`src/rtl/fifo_frame_reader_if.sv`:
```
// rtl/fifo_frame_reader_if.sv - FIFO pop port and payload stream bundle for fifo_frame_reader
interface fifo_frame_reader_if;
  logic       fifo_empty;
  logic [7:0] fifo_dout;
  logic       fifo_rd_en;
  logic [7:0] out_data;
  logic       out_valid;
  logic       out_last;
  logic       out_ready;

  modport master (
    input  fifo_empty, fifo_dout, out_ready,
    output fifo_rd_en, out_data, out_valid, out_last
  );

  modport slave (
    output fifo_empty, fifo_dout, out_ready,
    input  fifo_rd_en, out_data, out_valid, out_last
  );
endinterface

```
`src/rtl/fifo_frame_reader.sv`:
```
// rtl/fifo_frame_reader.sv - pops a byte FIFO, parses length-prefixed XOR-checked frames, forwards payload
module fifo_frame_reader #(
  parameter int MAX_LEN = 255,
  parameter int CNT_W   = 16
) (
  input  logic                 clk,
  input  logic                 srst_n,
  input  logic                 enable,
  fifo_frame_reader_if.master  bus,
  output logic                 frame_ok,
  output logic                 frame_err,
  output logic [CNT_W-1:0]     ok_count,
  output logic [CNT_W-1:0]     err_count
);
  typedef enum logic [1:0] {HDR, PAYLOAD, CHECK, DISCARD} state_t;

  localparam logic [8:0] MAX_LEN_W = 9'(MAX_LEN);

  state_t     state;
  logic [7:0] skid_mem [2];
  logic       rd_ptr;
  logic       wr_ptr;
  logic [1:0] skid_count;
  logic       in_flight;
  logic [7:0] rem;
  logic [7:0] csum;

  logic [7:0] head;
  logic       has_head;
  logic       pop;
  logic [1:0] occupancy;

  assign head     = skid_mem[rd_ptr];
  assign has_head = skid_count != 2'd0;
  assign pop      = has_head && (state != PAYLOAD || bus.out_ready);

  // Occupancy after this edge; counting the head consumed this cycle as freed keeps 1 byte/clk.
  assign occupancy      = skid_count - {1'b0, pop} + {1'b0, in_flight};
  assign bus.fifo_rd_en = srst_n && enable && !bus.fifo_empty && (occupancy < 2'd2);

  assign bus.out_valid = (state == PAYLOAD) && has_head;
  assign bus.out_data  = bus.out_valid ? head : 8'h00;
  assign bus.out_last  = bus.out_valid && (rem == 8'd1);

  always_ff @(posedge clk or negedge srst_n) begin
    if (!srst_n) begin
      state       <= HDR;
      skid_mem[0] <= 8'h00;
      skid_mem[1] <= 8'h00;
      rd_ptr      <= 1'b0;
      wr_ptr      <= 1'b0;
      skid_count  <= 2'd0;
      in_flight   <= 1'b0;
      rem         <= 8'h00;
      csum        <= 8'h00;
      frame_ok    <= 1'b0;
      frame_err   <= 1'b0;
    end else begin
      in_flight  <= bus.fifo_rd_en;
      skid_count <= occupancy;
      frame_ok   <= 1'b0;
      frame_err  <= 1'b0;
      if (in_flight) begin
        skid_mem[wr_ptr] <= bus.fifo_dout;
        wr_ptr           <= ~wr_ptr;
      end
      if (pop) begin
        rd_ptr <= ~rd_ptr;
        unique case (state)
          HDR: begin
            csum <= head;
            rem  <= head;
            if (head == 8'd0) begin
              frame_err <= 1'b1;
            end else if ({1'b0, head} > MAX_LEN_W) begin
              frame_err <= 1'b1;
              state     <= DISCARD;
            end else begin
              state <= PAYLOAD;
            end
          end
          PAYLOAD: begin
            csum <= csum ^ head;
            rem  <= rem - 8'd1;
            if (rem == 8'd1) state <= CHECK;
          end
          CHECK: begin
            frame_ok  <= (head == csum);
            frame_err <= (head != csum);
            state     <= HDR;
          end
          DISCARD: begin
            // rem counts the remaining payload; the checksum byte is the extra one at rem == 0.
            if (rem == 8'd0) state <= HDR;
            else             rem   <= rem - 8'd1;
          end
        endcase
      end
    end
  end

  always_ff @(posedge clk or negedge srst_n) begin
    if (!srst_n) begin
      ok_count  <= '0;
      err_count <= '0;
    end else begin
      if (frame_ok && ok_count != {CNT_W{1'b1}})   ok_count  <= ok_count + CNT_W'(1);
      if (frame_err && err_count != {CNT_W{1'b1}}) err_count <= err_count + CNT_W'(1);
    end
  end
endmodule
```
`src/flat_wrapper.sv`:
```
// flat-port wrapper written by rule: the top's interface ports become plain ports
module fifo_frame_reader_flat 
#(
  parameter int MAX_LEN = 255,
  parameter int CNT_W   = 16
)
  (clk, srst_n, enable, frame_ok, frame_err, ok_count, err_count, bus_fifo_empty, bus_fifo_dout, bus_out_ready, bus_fifo_rd_en, bus_out_data, bus_out_valid, bus_out_last);
  fifo_frame_reader_if bus_i ();
  input  logic clk;
  input  logic srst_n;
  input  logic enable;
  output logic frame_ok;
  output logic frame_err;
  output logic [CNT_W-1:0] ok_count;
  output logic [CNT_W-1:0] err_count;
  input wire logic [$bits(bus_i.fifo_empty)-1:0] bus_fifo_empty;
  input wire logic [$bits(bus_i.fifo_dout)-1:0] bus_fifo_dout;
  input wire logic [$bits(bus_i.out_ready)-1:0] bus_out_ready;
  output wire logic [$bits(bus_i.fifo_rd_en)-1:0] bus_fifo_rd_en;
  output wire logic [$bits(bus_i.out_data)-1:0] bus_out_data;
  output wire logic [$bits(bus_i.out_valid)-1:0] bus_out_valid;
  output wire logic [$bits(bus_i.out_last)-1:0] bus_out_last;
  assign bus_i.fifo_empty = bus_fifo_empty;
  assign bus_i.fifo_dout = bus_fifo_dout;
  assign bus_i.out_ready = bus_out_ready;
  assign bus_fifo_rd_en = bus_i.fifo_rd_en;
  assign bus_out_data = bus_i.out_data;
  assign bus_out_valid = bus_i.out_valid;
  assign bus_out_last = bus_i.out_last;
  fifo_frame_reader #(.MAX_LEN(MAX_LEN), .CNT_W(CNT_W)) u_core (.clk(clk), .srst_n(srst_n), .enable(enable), .bus(bus_i), .frame_ok(frame_ok), .frame_err(frame_err), .ok_count(ok_count), .err_count(err_count));
endmodule
```
`config.mk`:
```
export PLATFORM = sky130hd
export DESIGN_NAME = fifo_frame_reader_flat
export DESIGN_NICKNAME = d
export VERILOG_FILES = /design/src/rtl/fifo_frame_reader_if.sv /design/src/rtl/fifo_frame_reader.sv /design/src/flat_wrapper.sv
export SDC_FILE = /design/constraint.sdc
export NUM_CORES = 1
export LEC_CHECK = 0
export ABC_AREA = 1
export CORE_MARGIN = 3
export CORE_UTILIZATION = 50
export DETAILED_ROUTE_END_ITERATION = 8
export MAX_ROUTING_LAYER = met4
export PLACE_DENSITY = 0.77
export SYNTH_ARGS = -nofsm -noshare
export SYNTH_HDL_FRONTEND = slang
export SYNTH_SLANG_ARGS = --single-unit
```
`constraint.sdc`:
```
create_clock -name clk -period 1.7 [get_ports clk]
set_input_delay 0.17 -clock clk [delete_from_list [all_inputs] [get_ports clk]]
set_output_delay 0.17 -clock clk [all_outputs]
set_load 0.01 [all_outputs]
```
# After elaboration in Yosys (flattened, before gate mapping)
# Cells that the tools add are included.
dict set report classes {
  eq_ne 13
  bitwise_logic 5
  magnitude_cmp 4
  reduce_logical 20
  add_sub_neg 5
  muxes 19
}
# op n
set ops {}
lappend ops {{8-bit 2-to-1 mux} 6}
lappend ops {{16-bit by 1-bit adder with 16-bit output, second input constant} 2}
lappend ops {{16-bit inequality test, second input constant} 2}
lappend ops {{8-bit one-hot mux with 3 select lines} 1}
lappend ops {{16-bit bitwise mux} 1}
lappend ops {{8-bit logical NOT} 2}
lappend ops {{8-bit one-hot mux with 2 select lines} 1}
lappend ops {{1-bit logical AND} 9}
lappend ops {{8-bit demux with 1-bit select} 1}
lappend ops {{8-bit by 1-bit equality test with 1-bit output, second input constant} 1}
lappend ops {{8-bit equality test} 1}
lappend ops {{8-bit inequality test} 1}
lappend ops {{2-bit one-hot mux with 4 select lines} 1}
lappend ops {{8-bit by 1-bit subtractor with 8-bit output, second input constant} 1}
lappend ops {{8-bit XOR} 1}
lappend ops {{2-bit 2-to-1 mux} 3}
lappend ops {{2-bit inequality test, second input constant} 3}
lappend ops {{2-bit equality test, second input constant} 2}
lappend ops {{2-bit >= comparator, second input constant} 2}
lappend ops {{1-bit 2-to-1 mux} 4}
lappend ops {{2-bit by 1-bit inequality test with 1-bit output, second input constant} 2}
lappend ops {{1-bit inverter with 2-bit output} 2}
lappend ops {{4-bit AND reduction} 1}
lappend ops {{2-bit nonzero test} 2}
lappend ops {{other kinds (13)} 14}
dict set report totals {
  reg_bits 73
  output_inout_bits 45
  inputBits 13
}

# Logic depth before layout (Yosys ltp)
dict set report logic_depth {
  word_depth 8
  mapped_depth 12
  depth_no_buf 11
}

# Least setup slack after synthesis
# Ideal clock, no wire load.
dict set report synth_path {
  path_kind {reg2out}
  startpoint {register u_core.skid_count[0]}
  endpoint {output bus_fifo_rd_en}
  t_required_ps 1530
  path_buffers 0
  slack_ps -236
  stages_incl_launch_ff 9
  arrival_time_ps 1766
  path_cell_list {dfrtp_1 > or2_2 > nand2_4 > inv_4 > ha_1 > inv_1 > ha_1 > xnor2_1 > nor3_1}
}
dict set report synth_between {
  elab_chain_len 6
}
# element line_no
set synth_lines {}
lappend synth_lines {{from (decl)} fifo_frame_reader.sv:23} ;# logic [1:0] skid_count;
lappend synth_lines {{from (signal assigned)} fifo_frame_reader.sv:60} ;# skid_count <= occupancy;
lappend synth_lines {{2-bit nonzero test} fifo_frame_reader.sv:34} ;# assign has_head = skid_count != 2'd0;
lappend synth_lines {{1-bit logical AND} fifo_frame_reader.sv:35} ;# assign pop = has_head && (state != PAYLOAD || bus.out_ready);
lappend synth_lines {{net u_core.pop} fifo_frame_reader.sv:30} ;# logic pop;
lappend synth_lines {{2-bit by 1-bit subtractor with 2-bit output} fifo_frame_reader.sv:38} ;# assign occupancy = skid_count - {1'b0, pop} + {1'b0, in_flight};
lappend synth_lines {{2-bit by 1-bit adder with 2-bit output} fifo_frame_reader.sv:38}
lappend synth_lines {{net u_core.occupancy[1]} fifo_frame_reader.sv:31} ;# logic [1:0] occupancy;
lappend synth_lines {{2-bit < comparator} fifo_frame_reader.sv:39} ;# assign bus.fifo_rd_en = srst_n && enable && !bus.fifo_empty && (occupancy < 2'd2);
lappend synth_lines {{1-bit logical AND} fifo_frame_reader.sv:39}
lappend synth_lines {{to (decl)} flat_wrapper.sv:19} ;# output wire logic [$bits(bus_i.fifo_rd_en)-1:0] bus_fifo_rd_en;
# The timed path passes the listed nets, and every way through them passes these cells.

# Final worst setup path
# Ends and elaborated chain as after synthesis.

==> results.md <==
* Status: complete, but fails checks
* Failing checks: setup timing
* Met3 Wirelength at between 500 and 600 um
* Worst setup SP type: flop
* Via count at approximately 4100
* Slew Limit Fails at 0
* Drc violations at 0
* First-pass GRT wire length at 17.4 mm
* Netlist Area Pre-Place at 0.00420 sq mm
* Cells after Synth at a little under 600
* Maximum vdd drop at slightly above 0.9 mV
* WL/cell at about 13 um
* Highest routed layer: met4
* Crit path kind: flop to output port
* Cell breakdown of the critical path: or2_4 -> nand2_4 -> inv_4 -> ha_4 -> inv_2 -> ha_4 -> xnor2_2 -> nor3_2 -> buf_2
* Register area share after synthesis at a little over two fifths
* Slew at the pin with the worst max-slew slack at between 900 and 1000 ps
* Site Rows at 32
* Area fraction of the dominant cell type after synthesis at 43.5%
* M1 WL at ~4.3 mm
* Area contributors post-synth: dfrtp_1 (44%), nand2_1 (20%), inv_1 (5.5%), nor2_1 (4.7%), o21ai_0 (4.1%)
* Initial DRT Pass Iterations at 5
* Required @ worst endpoint at between 1500 and 2000 ps
* Root Driver: clkbuf_8
* Leak pwr at around 2.7 nW
* Hold_buf cts at 0
* Drt via density at 5.12
* Register Area at roughly 0.0018 sq mm
* Final hold violations at 0
* Min setup slack post-route at -445 ps
* Yosys reg bits at 73
* Num CTS Buffers at 9
* Period utilisation layout at 126%
* Worst Path Max Fanout at 2
* Worst EP arrival at 1980 ps
* H-tree depth at 3
* Pwr Density at around 1600 mW/mm^2
* Fillers at ~680
* Slowest CP cell: dfrtp_1
* Share of cells above drive strength 1 at between 15 and 20%
* Max Cap Viol at 0
* Post-synth EDFFs at 0
* Port bufs at 57
* Yosys warns at 0
* Avg Cell Area, Syn at approximately 7.2 sq um
* Worst-Skew Late Latency at approximately 350 ps
* Main synth FF type: dfrtp_1
* Rel. slew slack at between 30 and 40%
* DRT iter0 DRCs at 167
* Yosys cell types at 30
* # IOs at between 50 and 60
* Area Overhead vs Synth at 29.8%
* CTS Sinks at between 70 and 80
* Peak Freq at 466 MHz
* Final min period at ~2100 ps
* WP buf/inv at 3
* Initial core utilization at 52.9%
* Clock Skew at between 10 and 15 ps
* Grt ovf at 0
* Core footprint at slightly below 0.008 sq mm
* Post-DP HPWL at 7.30 mm
* Count leader, synth: nand2_1
* CTS Buffer Depth at 2
* Routed Antenna Nets at 0
* WL met2 at ~5.1 mm
* CTS tree: yes
* Gr usage total at about 22%
* Synth cell count leaders: nand2_1 (225), dfrtp_1 (73), inv_1 (62)
* Cell taking the most area after synthesis: dfrtp_1
* Worst Hold Class: input pin to async pin
* Setup crit end kind: output port
* Die X-Extent at between 90 and 100 um
* Largest net degree at the start of global routing at 74
* Initial antenna violation count at 0
* Area of the multi-input gates at ~0.0021 sq mm
* Die area at about 0.0095 sq mm
* Clock transition at path regs at ~80 ps
* Critical path's largest stage delay at between 300 and 400 ps
* Post-Syn Nets at 600
* Total power at just under 9 mW
* RSZ-0062 raised after global routing: true
* Hold_ws at 75.4 ps
* Post-synth ARST share at 100%
* Vias in the first global route at 4004
* Crit-path leading delay family: simple AND/OR/NAND/NOR gates
* CP dominant cell by count: ha_4
* NumNets Final at 710
* Die Height at a little under 100 um
* DRT Wirelength at 10.2 mm
* FF-to-FF setup slack at approximately 10 ps
* Setup violations, final at 11
* Routability congestion estimate at approximately 0.93
* Number of diodes at 0
[metal layers]
metal / global-route usage, % / vias up
li1: - / 2029
met1: 26.3 / 1911
met2: 38.5 / 117
met3: 4.59 / 22
met4: 7.77 / 0
met5: - / -
[per-stage QoR]
stage	cell area, sq um	cells	utilization [%]	setup TNS (ps)	worst slack, ps
2_1_floorplan	4240	580	-	-102	-78.5
3_3_place_gp	5180	772	65.3	-562	-562
3_5_place_dp	5180	772	65.3	-690	-584
4_1_cts	5390	793	68.0	-1960	-475
5_1_grt	5450	797	68.7	-3980	-551
6_report	5450	797	68.7	-2930	-445
[logic make-up after synthesis]
group / share of synthesized area, %
compound gates: 6.11
xor+xnor: 5.64
fa+ha+maj: 2.09
buf+inv: 7.81
flops: 43.5
simple gates: 34.8
[power breakdown]
group	total (mW)	switching, mW	internal [mW]
combinational	4.81	2.67	2.15
sequential	2.71	0.405	2.30
clock	1.36	0.656	0.708
total	8.88	3.73	5.15
[cells in the final DEF (no fill, tap or decap), drive strengths merged]
| master | Yosys | final |
|---|---|---|
| ha | 7 | 7 |
| clkinv | 1 | 5 |
| o211ai | 1 | 1 |
| nor2 | 55 | 55 |
| bufinv | 0 | 1 |
| nand4 | 11 | 11 |
| clkbuf | 3 | 10 |
| inv | 66 | 66 |
| xnor2 | 14 | 14 |
| dfrtp | 73 | 73 |
| buf | 7 | 64 |
| clkdlybuf4s50 | 0 | 45 |
| xor2 | 13 | 13 |
| nand3 | 32 | 32 |
| a21oi | 2 | 2 |
| nand3b | 6 | 6 |
| nor3 | 10 | 10 |
| or2 | 2 | 2 |
| o21ai | 47 | 47 |
| clkinvlp | 0 | 1 |
| nand2 | 230 | 230 |
[flip-flops by register name, indices dropped and copies added, names as in the netlist, 2 cells and up]
name / cells
u_core.skid_mem: 16
u_core.skid_count: 2
u_core.state: 2
u_core.csum: 8
u_core.ok_count: 16
u_core.rem: 8
u_core.err_count: 16
[layout make-up]
| type | count | area share, % |
|---|---|---|
| clock buffers | 10 | 2.53 |
| repair buffers | 109 | 17.1 |
| flip-flops and latches | 73 | 33.6 |
| inverters | 67 | 4.78 |
| well taps | 102 | 2.34 |
| clock inverters | 6 | 1.06 |
| multi-input cells | 430 | 38.7 |
[path summary, 6_finish.rpt]
path | start | cells past startpoint | to
worst max-delay path | u_core.skid_count[0] | 9 | bus_fifo_rd_en
worst min-delay path | srst_n | 2 | u_core.ok_count[13]
worst max register to register | u_core.skid_count[0] | 9 | u_core.rem[7]
worst min register to register | u_core.skid_mem[13] | 2 | u_core.skid_mem[13]
max in group asynchronous | srst_n | 2 | u_core.ok_count[1]
min in group clk | srst_n | 3 | u_core.in_flight
[repair_timing]
action / CTS / global route
buffers inserted: 4 / 4
cloned: 1 / 0
setup endpoints to repair: 11 / 39
pin swaps: 1 / 1
gates resized for setup: 54 / 10
Note: power is estimated with default switching activity, not from simulation.
